File: config.mk
export PLATFORM = sky130hd
export DESIGN_NAME = mem_access_seq
export DESIGN_NICKNAME = d
export VERILOG_FILES = /design/src/rtl/lc3_mem_pkg.sv /design/src/rtl/mem_access_seq.sv
export SDC_FILE = /design/constraint.sdc
export NUM_CORES = 1
export LEC_CHECK = 0
export CAP_MARGIN = 20
export CORE_AREA = 2 2 39 41
export CTS_CLUSTER_DIAMETER = 40
export DETAILED_ROUTE_END_ITERATION = 7
export DIE_AREA = 0 0 41 43
export DONT_BUFFER_PORTS = 1
export GPL_TIMING_DRIVEN = 0
export SLEW_MARGIN = 40
export SYNTH_ARGS = -nofsm -noshare
export SYNTH_HDL_FRONTEND = slang
export SYNTH_SLANG_ARGS = --single-unit
File: constraint.sdc
create_clock -name clk -period 1.2 [get_ports clk]
set_input_delay 0.06 -clock clk [delete_from_list [all_inputs] [get_ports clk]]
set_output_delay 0.06 -clock clk [all_outputs]
set_load 0.05 [all_outputs]
File: src/rtl/lc3_mem_pkg.sv
// lc3_mem_pkg: op and state encodings shared by the LC-3 memory access control
package lc3_mem_pkg;
  localparam logic [1:0] OP_LD  = 2'b00;
  localparam logic [1:0] OP_ST  = 2'b01;
  localparam logic [1:0] OP_LDI = 2'b10;
  localparam logic [1:0] OP_STI = 2'b11;
  typedef enum logic [2:0] {
    S_IDLE  = 3'd0,
    S_ADDR  = 3'd1,
    S_IWAIT = 3'd2,
    S_IADDR = 3'd3,
    S_RWAIT = 3'd4,
    S_WRITE = 3'd5,
    S_DONE  = 3'd6
  } state_t;
  function automatic logic is_load(input logic [1:0] op);
    return op == OP_LD || op == OP_LDI;
  endfunction
  function automatic logic is_indirect(input logic [1:0] op);
    return op == OP_LDI || op == OP_STI;
  endfunction
endpackage

File: src/rtl/mem_access_seq.sv
// mem_access_seq: sequences MAR/RAM control through address, indirect and data phases
module mem_access_seq
  import lc3_mem_pkg::*;
#(
  parameter int RAM_LATENCY = 1,
  parameter int CNT_W = 4
) (
  input  logic       clk,
  input  logic       rst_n,
  input  logic       start,
  input  logic [1:0] op,
  output logic       busy,
  output logic       mar_le,
  output logic       mar_control,
  output logic       we,
  output logic       reg_le,
  output logic       done
);
  state_t state, state_d;
  logic [1:0] op_q;
  logic [CNT_W-1:0] cnt;
  logic wait_entry;
  assign wait_entry = (state_d == S_IWAIT || state_d == S_RWAIT) && state_d != state;
  always_ff @(posedge clk) begin
    if (!rst_n) begin
      state <= S_IDLE;
      op_q  <= OP_LD;
      cnt   <= '0;
    end else begin
      state <= state_d;
      if (state == S_IDLE && start) op_q <= op;
      cnt <= wait_entry ? CNT_W'(RAM_LATENCY - 1) : (cnt != '0) ? cnt - CNT_W'(1) : cnt;
    end
  end
  always_comb begin
    state_d = state;
    case (state)
      S_IDLE:  state_d = start ? S_ADDR : S_IDLE;
      S_ADDR:  state_d = is_indirect(op_q) ? S_IWAIT : is_load(op_q) ? S_RWAIT : S_WRITE;
      S_IWAIT: state_d = (cnt == '0) ? S_IADDR : S_IWAIT;
      S_IADDR: state_d = is_load(op_q) ? S_RWAIT : S_WRITE;
      S_RWAIT: state_d = (cnt == '0) ? S_DONE : S_RWAIT;
      S_WRITE: state_d = S_DONE;
      S_DONE:  state_d = S_IDLE;
      default: state_d = S_IDLE;
    endcase
  end
  assign busy        = state != S_IDLE;
  assign mar_le      = state == S_ADDR || state == S_IADDR;
  assign mar_control = state == S_IADDR;
  assign we          = state == S_WRITE;
  assign done        = state == S_DONE;
  assign reg_le      = done && is_load(op_q);
endmodule

Word-level counts from Yosys, hierarchy flattened
Index checks and enable logic that the tools add are counted.
{"block": "word_totals", "ff_bits": 9, "input_bits": 5, "output_inout_bits": 6, "wordCells": 35}
{"block": "classes", "addsub": 1, "eq_ne": 11, "n_mux": 6, "bitwise": 1, "reduce_logical": 13}
{"op": "$pmux W3 S6", "n": 1}
{"op": "$eq A3 B3 Y1 const B", "n": 4}
{"op": "$eq A3 B2 Y1 const B", "n": 3}
{"op": "$eq A2 B2 Y1 const B", "n": 2}
{"op": "$logic_not A4 Y1", "n": 1}
{"op": "$logic_or A1 B1 Y1", "n": 4}
{"op": "$reduce_bool A4 Y1", "n": 1}
{"op": "$sub A4 B1 Y4 const B", "n": 1}
{"op": "$eq A3 B1 Y1 const B", "n": 1}
{"op": "$logic_and A1 B1 Y1", "n": 3}
{"op": "$logic_not A3 Y1", "n": 1}
{"op": "$mux W1", "n": 3}
{"op": "$mux W3", "n": 1}
{"op": "$ne A3 B3 Y1", "n": 1}
{"op": "$reduce_bool A3 Y1", "n": 1}
{"op": "$logic_not A2 Y1", "n": 1}
{"op": "$mux W2", "n": 1}
{"op": "$reduce_or A2 Y1", "n": 1}
{"op": "$not A1 Y1", "n": 1}

Longest topological paths before layout
{"block": "depth", "word_depth": 9, "mapped_depth": 5}

Worst setup path after synthesis
OpenSTA, ideal clock, no wires.
{"block": "synth_path", "kind": "flip-flop to output port", "from": "reg state[2]", "to": "out reg_le", "t_arrival_ns": 1.628, "t_required_ns": 1.140, "setup_slack_ns": -0.488, "stages_incl_launch_ff": 3, "cell_sequence": "dfxtp_1 > nand2_1 > nor3_1"}
{"block": "synth_via", "elab_chain_len": 2}
{"element": "from (decl)", "line": "mem_access_seq.sv:19", "rtl": "state_t state, state_d;"}
{"element": "from (signal assigned)", "line": "mem_access_seq.sv:30", "rtl": "state <= state_d;"}
{"element": "$eq A3 B3 Y1", "line": "mem_access_seq.sv:52", "rtl": "assign done = state == S_DONE;"}
{"element": "$logic_and A1 B1 Y1", "line": "mem_access_seq.sv:53", "rtl": "assign reg_le = done && is_load(op_q);"}
{"element": "to (decl)", "line": "mem_access_seq.sv:16", "rtl": "output logic reg_le,"}
Every way passes these cells.

Worst setup path in the final report
{"block": "layout_path", "from": "reg state[2]", "to": "out mar_control"}
{"block": "layout_via", "elab_chain_len": 1}
{"element": "$eq A3 B2 Y1", "line": "mem_access_seq.sv:50", "rtl": "assign mar_control = state == S_IADDR;"}
{"element": "to (decl)", "line": "mem_access_seq.sv:14", "rtl": "output logic mar_control,"}
Every way passes these cells.

==> qor.csv <==
stage;metric;value;unit
status;outcome;finished, violations left;
status;violations;negative setup slack;
power_and_ir_drop;p_leak;0.000296;uW
cts;root_buffer;clkbuf_4;
cts;worst_skew_pair.late_latency;0.26;ns
routing;ant_nets;0;
logic_synthesis;synth_commonest_cells;dfxtp_1, nor2_1, inv_1, nor3_1;
worst_setup_path;reg2reg_depth;3;
power_and_ir_drop;irDropWorstVdd;1.28;mV
floorplanning;initial_core_util;35.6;%
worst_setup_path;r2r_end;cnt[0]$_SDFFE_PP0P_;
placement;numPortBuffers;0;
floorplanning;die-height;43;um
sta;setup-tns-final;-0.566;ns
sta;worst_slew_pin_slew;0.527;ns
sta;timing.final.crit_share;113;%
floorplanning;die_area;1760;um2
hold_path;whs_path_depth;2;
final_layout;multi_input_area;395;um2
worst_setup_path;reg2reg_slack;-0.07;ns
routing;wire_per_inst;13.7;um
global_routing;grt_pass1_vias;402;
worst_setup_path;crit-reg2reg-launch;state[2]$_SDFF_PN0_;
sta;hold_violations;0;
power_and_ir_drop;power;1740;uW
logic_synthesis;synth.cell_area;493;um2
routing;drt_pass1_iterations;4;
power_and_ir_drop;power.density;2300;nW/um2
cts;clk_pin_slew;0.06;ns
placement;dpl.hpwl;712;um
logic_synthesis;ys.flop_type;dfxtp_1;
logic_synthesis;netlist_top_cells_area;dfxtp_1, mux2i_1, ha_1;
logic_synthesis;ys_seq_elements;9;
logic_synthesis;syn-instance-count;53;
final_layout;final_util;54.5;%
logic_synthesis;syn_avg_cell_area;9.30;um2
sta;fin_crit;1.36;ns
worst_setup_path;critPathMaxFanout;5;
power_and_ir_drop;p_clk_share;13.3;%
sta;fin_ws;-0.158;ns
routing;num_vias;435;
final_layout;drive_gt1_share;54.4;%
power_and_ir_drop;pwr-share-seq;29.3;%
floorplanning;die_x;41;um
global_routing;grt_max_degree;9;
routing;dr.first_iter.drc_count;4;
worst_setup_path;startpoint_type;register;
global_routing;globalRoute.totalOverflow;0;
sta;setup_viol_count_final;9;
sta;drv_slew;0;
sta;relSlewSlack;64.7;%
global_routing;grt_use_total;15.7;%
logic_synthesis;synth.top_cell.area_share;36.5;%
cts;clock-sinks;9;
sta;clock.fmax;736;MHz
final_layout;syn_to_final_growth;53.0;%
final_layout;n_fill_cell;132;
worst_setup_path;required;1.14;ns
sta;finClkSkew;0.00618;ns
global_routing;grt_pass1_wl;1770;um
logic_synthesis;seq_area_frac_synth;36.5;%
hold_path;hold_start;rst_n;
logic_synthesis;synth_most_common_cell;dfxtp_1;
routing;viasPerCell;5.18;
final_layout;finalInstanceArea;754;um2
worst_setup_path;cp-startpoint;state[2]$_SDFF_PN0_;
hold_path;hold_path_class;input port to register;
cts;cts_tree;yes;
logic_synthesis;synth_edf_count;0;
floorplanning;coreArea;1380;um2
power_and_ir_drop;combPwrFrac;57.4;%
logic_synthesis;synth_nets;60;
worst_setup_path;end_kind;output port;
floorplanning;io_pins;11;
placement;globalplace.congestion;0.638;
cts;h-tree-depth;1;
power_and_ir_drop;swShare;40.4;%
final_layout;antennaDiodeCount;0;
logic_synthesis;yosys.area.top_type;dfxtp_1;
final_layout;final_nets;76;
logic_synthesis;async_flop_share;0;%
global_routing;antenna_found_initial;0;
power_and_ir_drop;p_switching;702;uW
routing;drcViolationCount;0;
floorplanning;rows;14;
logic_synthesis;synth_cell_type_count;25;
worst_setup_path;cp-endpoint;mar_control;
final_layout;seq_area;191;um2
power_and_ir_drop;intPower;1030;uW
cts;numCtsBuffers;3;
placement;placed_cell_area;556;um2
sta;grt_setup_unrepaired;true;
run;max_cap_viol_count;0;
logic_synthesis;ys_warn_count;0;
cts;clockBufferDepth;2;
routing;drt_wl_total;1150;um
worst_setup_path;worstSetupPathType;register to output port;
worst_setup_path;worstPathArrival;1.30;ns
[cells in the final DEF (no fill, tap or decap), types with 2 or more instances in the layout]
cell type      instances
a31oi_1                2
inv_4                  2
dlygate4sd3_1          3
dfxtp_1                4
a21oi_1                2
buf_4                  8
dfxtp_2                3
inv_1                  2
nand2_1                2
dfxtp_4                2
nor3_2                 2
nor2_1                 4
mux2i_1                3
nand2b_1               3
clkbuf_4               3
[cells by family after synthesis]
kind of cell / after synthesis / synth area share (%)
muxes: 3 / 6.09
and+or+nand+nor: 24 / 32.5
AOI/OAI and AO/OA: 9 / 14.0
adders and majority gates: 2 / 5.08
xor gates and xnor gates: 1 / 1.78
buffers and inverters: 5 / 4.06
DFF: 9 / 36.5
[critical path, cell delays in order, from the launching register on]
cell and delay [ns]:
dfxtp_4 0.37, nor2b_4 0.35, and2_4 0.32
[routing by layer]
layer / track usage (%) / wire, um / vias up
met2: 22.5 / 586 / 11
met1: 18.5 / 481 / 203
met5: 0 / 0 / -
met3: 7.85 / 69 / 2
met4: 8.00 / 9 / 0
li1: - / - / 219
[registers in the layout, summed over array words and instances, names as in the netlist]
name   flops
cnt        4
op_q       2
state      3
[power groups by stage]
stage / clock network [uW] / registers, uW / logic [uW]
after floorplan: 0 / 470 / 616
after global placement: 0 / 490 / 679
after detailed placement: 0 / 491 / 687
after CTS: 241 / 512 / 889
after global routing: 260 / 521 / 1090
final: 231 / 509 / 996
[worst min path at each step]
stage                                 to  slack, ns
floorplan            state[0]$_SDFF_PN0_       0.19
global placement     state[0]$_SDFF_PN0_       0.20
detailed placement   state[0]$_SDFF_PN0_       0.21
CTS                 op_q[0]$_SDFFE_PN0P_       0.08
global route        op_q[1]$_SDFFE_PN0P_       0.12
finish              op_q[0]$_SDFFE_PN0P_       0.10
[repair_timing]
action | in CTS | in global routing
hold buffers | 3 | 0
resized for setup | 18 | 6
hold endpoints to repair | 4 | 0
pin swaps | 5 | 6
endpoints found under the setup margin | 12 | 13
buffers inserted | 4 | 5
[metrics by stage]
| step | hold WS (ns) | worst slack, ns | cells |
|---|---|---|---|
| 3_3_place_gp | 0.204 | -0.223 | 69 |
| 4_1_cts | 0.0781 | -0.231 | 80 |
| 3_5_place_dp | 0.213 | -0.229 | 69 |
| 2_1_floorplan | 0.193 | -0.129 | 53 |
| 5_1_grt | 0.120 | -0.199 | 84 |
| 6_report | 0.100 | -0.158 | 84 |
[final cells by class]
type | instances | area share, %
Timing Repair Buffer | 12 | 13.4
Sequential cell | 9 | 25.4
Inverter | 4 | 2.65
Multi-Input combinational cell | 39 | 52.4
Tap cell | 16 | 2.65
Clock buffer | 4 | 3.48
(Power assumes the default switching activity.)
